--- src/rtl/axis_chk_pkg.sv ---
// Shared constants for the AXI4-Stream frame checker: FSM encodings, tuser
// marker positions, error bit positions, CRC-32 and LFSR parameters.
package axis_chk_pkg;

    localparam logic [1:0] ST_IDLE     = 2'd0;
    localparam logic [1:0] ST_WAIT_SOL = 2'd1;
    localparam logic [1:0] ST_IN_LINE  = 2'd2;
    localparam logic [1:0] ST_DRAIN    = 2'd3;

    typedef enum logic [1:0] {
        S_IDLE     = ST_IDLE,
        S_WAIT_SOL = ST_WAIT_SOL,
        S_IN_LINE  = ST_IN_LINE,
        S_DRAIN    = ST_DRAIN
    } fsm_state_e;

    localparam int unsigned TU_SOF = 0;
    localparam int unsigned TU_SOL = 1;
    localparam int unsigned TU_EOL = 2;
    localparam int unsigned TU_EOF = 3;

    localparam int unsigned ERR_MARKER = 0;
    localparam int unsigned ERR_LEN    = 1;
    localparam int unsigned ERR_COUNT  = 2;
    localparam int unsigned ERR_ABORT  = 3;

    localparam logic [31:0] CRC_POLY   = 32'h04C1_1DB7;
    localparam logic [31:0] CRC_INIT   = 32'hFFFF_FFFF;
    localparam logic [31:0] CRC_XOROUT = 32'hFFFF_FFFF;

    localparam logic [15:0] LFSR_SEED  = 16'hACE1;

    function automatic logic [31:0] reflect32(input logic [31:0] v);
        logic [31:0] r;
        for (int unsigned i = 0; i < 32; i++) begin
            r[i] = v[31-i];
        end
        return r;
    endfunction

endpackage

--- src/rtl/axis_frame_checker_crc.sv ---
// One-beat CRC-32 update (reflected form), bytes taken LSB first, each byte
// LSB first, so the result matches the usual Ethernet/zip CRC-32.
module crc32_beat
    import axis_chk_pkg::*;
#(
    parameter int DATA_WIDTH = 64
) (
    input  logic [31:0]           crc_i,
    input  logic [DATA_WIDTH-1:0] data_i,
    output logic [31:0]           crc_o
);

    localparam logic [31:0] POLY_REFL = reflect32(CRC_POLY);

    always_comb begin
        logic [31:0] c;
        c = crc_i;
        for (int unsigned i = 0; i < DATA_WIDTH; i++) begin
            if (c[0] ^ data_i[i]) begin
                c = (c >> 1) ^ POLY_REFL;
            end else begin
                c = c >> 1;
            end
        end
        crc_o = c;
    end

endmodule

--- config.mk ---
export PLATFORM = sky130hd
export DESIGN_NAME = crc32_beat
export DESIGN_NICKNAME = d
export VERILOG_FILES = /design/src/rtl/axis_chk_pkg.sv /design/src/rtl/axis_frame_checker_crc.sv
export SDC_FILE = /design/constraint.sdc
export NUM_CORES = 1
export LEC_CHECK = 0
export CAP_MARGIN = 20
export CORE_UTILIZATION = 25
export DETAILED_ROUTE_END_ITERATION = 6
export MAX_ROUTING_LAYER = met4
export PLACE_DENSITY_LB_ADDON = 0.25
export SYNTH_ARGS = -nofsm -noshare
export SYNTH_HDL_FRONTEND = slang
export SYNTH_SLANG_ARGS = --single-unit
--- constraint.sdc ---
create_clock -name vclk -period 15.12
set_input_delay 1.512 -clock vclk [all_inputs]
set_output_delay 1.512 -clock vclk [all_outputs]
set_load 0.01 [all_outputs]
# Yosys cells after proc, flatten, opt, wreduce, memory -nomap -nowiden
# Cells that the tools add are included.
# word_totals
ff_bits,0
input_bits,96
out_inout_bits,32
word_cells,192
# op_classes
mux,64
bitwise,128
# ops
cell,count
$mux W32,64
$not A13 Y14,64
$xor A1 B1 Y1,64

# Depth between registers and ports, before layout
# logic_depth
depth_word,128
mapped_depth,16

# Least setup slack after synthesis
# OpenSTA, ideal clock, no wires.
# synth_timing
path_kind,in2out
from,in crc_i[9]
to,out crc_o[19]
t_arrival_ns,7.199
t_required_ns,13.608
path_slack_ns,6.409
stages,14
n_path_buf,0
cell_sequence,xnor2_1 > xnor3_1 > xor2_1 > xnor3_1 > xnor3_2 > xor2_1 > xor3_1 > xnor3_2 > xor3_1 > xnor3_2 > xnor2_4 > xor2_4 > xor3_2 > xnor2_1
# synth_via
elab_chain_cells,93
elab_cells_between_ends,161
cone_classes,64 x mux; 97 x bitwise
# synth_rtl
item,line,rtl
"start, declared",axis_frame_checker_crc.sv:8,"input logic [31:0] crc_i,"
$not A13 Y14 (no line),n/a,
$mux W32 * (3 in a row),axis_frame_checker_crc.sv:19,if (c[0] ^ data_i[i]) begin
$not A13 Y14 (no line),n/a,
$mux W32 * (6 in a row),axis_frame_checker_crc.sv:19,
$xor A1 B1 Y1 *,axis_frame_checker_crc.sv:19,
$mux W32 *,axis_frame_checker_crc.sv:19,
$not A13 Y14 (no line),n/a,
$mux W32 * (3 in a row),axis_frame_checker_crc.sv:19,
(+67 left out),n/a,
$not A13 Y14 (no line),n/a,
$mux W32 * (2 in a row),axis_frame_checker_crc.sv:19,
$not A13 Y14 (no line),n/a,
$mux W32 *,axis_frame_checker_crc.sv:19,
$not A13 Y14 (no line),n/a,
$mux W32 *,axis_frame_checker_crc.sv:19,
$not A13 Y14 (no line),n/a,
$mux W32 *,axis_frame_checker_crc.sv:19,
"end, declared",axis_frame_checker_crc.sv:10,output logic [31:0] crc_o
# Every way passes the cells marked *.

# Worst setup path after layout
# layout_timing
from,in crc_i[6]
to,out crc_o[19]
# layout_via
elab_chain_cells,90
elab_cells_between_ends,166
cone_classes,64 x mux; 102 x bitwise
# layout_rtl
item,line
$not A13 Y14 (no line),n/a
$mux W32 * (6 in a row),axis_frame_checker_crc.sv:19
$xor A1 B1 Y1 *,axis_frame_checker_crc.sv:19
$mux W32 * (2 in a row),axis_frame_checker_crc.sv:19
$not A13 Y14 (no line) / $mux W32 (equally long branches),n/a
$mux W32 *,axis_frame_checker_crc.sv:19
$not A13 Y14 (no line) / $mux W32 (equally long branches),n/a
$mux W32 * (2 in a row),axis_frame_checker_crc.sv:19
(+66 left out),n/a
$not A13 Y14 (no line),n/a
$mux W32 * (2 in a row),axis_frame_checker_crc.sv:19
$not A13 Y14 (no line),n/a
$mux W32 *,axis_frame_checker_crc.sv:19
$not A13 Y14 (no line),n/a
$mux W32 *,axis_frame_checker_crc.sv:19
$not A13 Y14 (no line),n/a
$mux W32 *,axis_frame_checker_crc.sv:19
# Marked as above.

==> results.cfg <==
[setup_path]
path_class = primary input to output port
crit_path_frequent_cell = xnor2_1
path_depth = 16
cp.buffers_inverters = 2
crit_family = XOR/XNOR gates
endpoint_kind = output port
cp.arrival_ps = 9150
cp-start-kind = primary input
slowest_stage = xnor2_2
crit_fanout = 12
crit_required_ps = 13610
crit_path_cell_trace = clkdlybuf4s50_1 > xnor2_2 > xnor3_1 > xnor2_1 > xor2_1 > xnor2_1 > xnor3_1 > xor3_1 > xnor3_2 > xor3_1 > xnor3_2 > xnor2_4 > xor2_4 > xor3_2 > xnor2_1 > clkdlybuf4s50_1
crit_path_max_incr_delay_ps = 800

[sta]
fmax_mhz = 93.8
slew_violations = 0
post-route-period-util = 0.705
fin_crit_ps = 10670
finalSetupTns_ps = 0
rsz0062_at_grt = no
hold_violations = 0
maxSlewHeadroom = 0.329
setup_viol = 0
worst_pin_slew_ps = 1000

[drt]
drc = 0
wl_per_cell_um = 19.5
drt_pass1_iterations = 4
drtAntennaViolNets = 0
vias = 4230
drt-total-wl_um = 20800
drt_iter0_markers = 178
vias_per_cell = 3.95

[synth]
synth-seq-area-share = 0
synth_top_cell_area_share = 0.317
syn-cell-area_sq_um = 7530
synth_fp_nets = 649
avgSynthCellArea_sq_um = 13.6
synth_area_leaders = xnor3_1 (32%), xnor2_1 (32%), xor2_1 (9.5%), xor3_1 (6.3%), xnor2_4 (5.5%)
yosys_warnings = 0
synth_cells = 553
synth_cell_types = 13
synth_top_area_cell = xnor3_1

[hold_path]
min_path_type = primary input to output port
min_path_cells = 9

[clocking]
cts.hold.buffers_added = 0
cts_resized = 0
cts_setup_buffers = 0

[floorplanning]
die_w_um = 176
rows = 63
core_sq_um = 29600
die_h_um = 176
start_util = 0.254
io_pins = 128
die_area_sq_um = 30800

[outcome]
outcome = completed

[global_route]
grt_pass1_wl_um = 31500
groute.usage.overall = 0.141
grt_pass1_vias = 4830
grt_antenna_before_repair = 0
grt_start_max_net_pins = 13
grt_overflow = 0

[layout]
seq_area_sq_um = 0
layout_commonest_cell = xnor2_1
final.clkbuf_count = 0
nets = 779
syn_to_final_growth_pct = 23.6
diodes = 0
fillers = 3055
final_cell_mix = xnor2_1 (271), clkdlybuf4s50_1 (128), xnor3_1 (106)
n_sequential_cell = 0
drive_gt1_frac = 0.109

[run]
drv_cap = 0

[place]
gp_congestion = 0.806
port_buffers = 128
place_hpwl_um = 18100
-- stage by stage --
step           setup slack, ps  utilization  cells  hold WS (ps)  instance area, sq um
6_report                  4450        0.314   1071          5050                  9310
5_1_grt                   4170        0.314   1071          5140                  9310
4_1_cts                   4380        0.314   1071          5060                  9310
3_5_place_dp              4420        0.314   1071          5030                  9310
3_3_place_gp              4290        0.314   1070          5080                  9300
2_1_floorplan             6410            -    553          3910                  7530
-- logic make-up (layout without fill, tap and decap cells) --
kind of cell,Yosys count,after routing,share of synthesized area
xor+xnor,550,550,0.997
buf+inv,3,131,0.00316
-- cell usage after synthesis --
cell	instances
xor2_4	7
xnor2_4	15
xor3_1	20
buf_2	1
xnor2_2	19
xnor3_2	13
xor2_2	9
buf_4	1
xor3_2	7
xnor3_1	106
buf_6	1
xor2_1	82
xnor2_1	272
-- cell type report --
type                       instances  area, sq um  area share
multi-input combinational        550         7520       0.808
timing repair buffer             131         1300       0.140
tap                              390          488      0.0524
-- per-layer routing --
layer  routed length, um  track usage
met1               10300        0.199
met3                 635      0.00368
met2                9850        0.237
met5                   0            -
met4                  98      0.00543
-- worst min-delay path: cells and delay by family --
kind | cells | cell delay [ps]
buffers and inverters | 2 | 970
XOR/XNOR | 7 | 1050
-- worst paths after layout --
check	slack (ps)	from	to
setup / recovery	4450	crc_i[6]	crc_o[19]
hold / removal	5050	data_i[63]	crc_o[9]
Power is left out: the tool's default activity adds up to more than one toggle a clock period on the data nets, which glitch-free logic cannot reach.
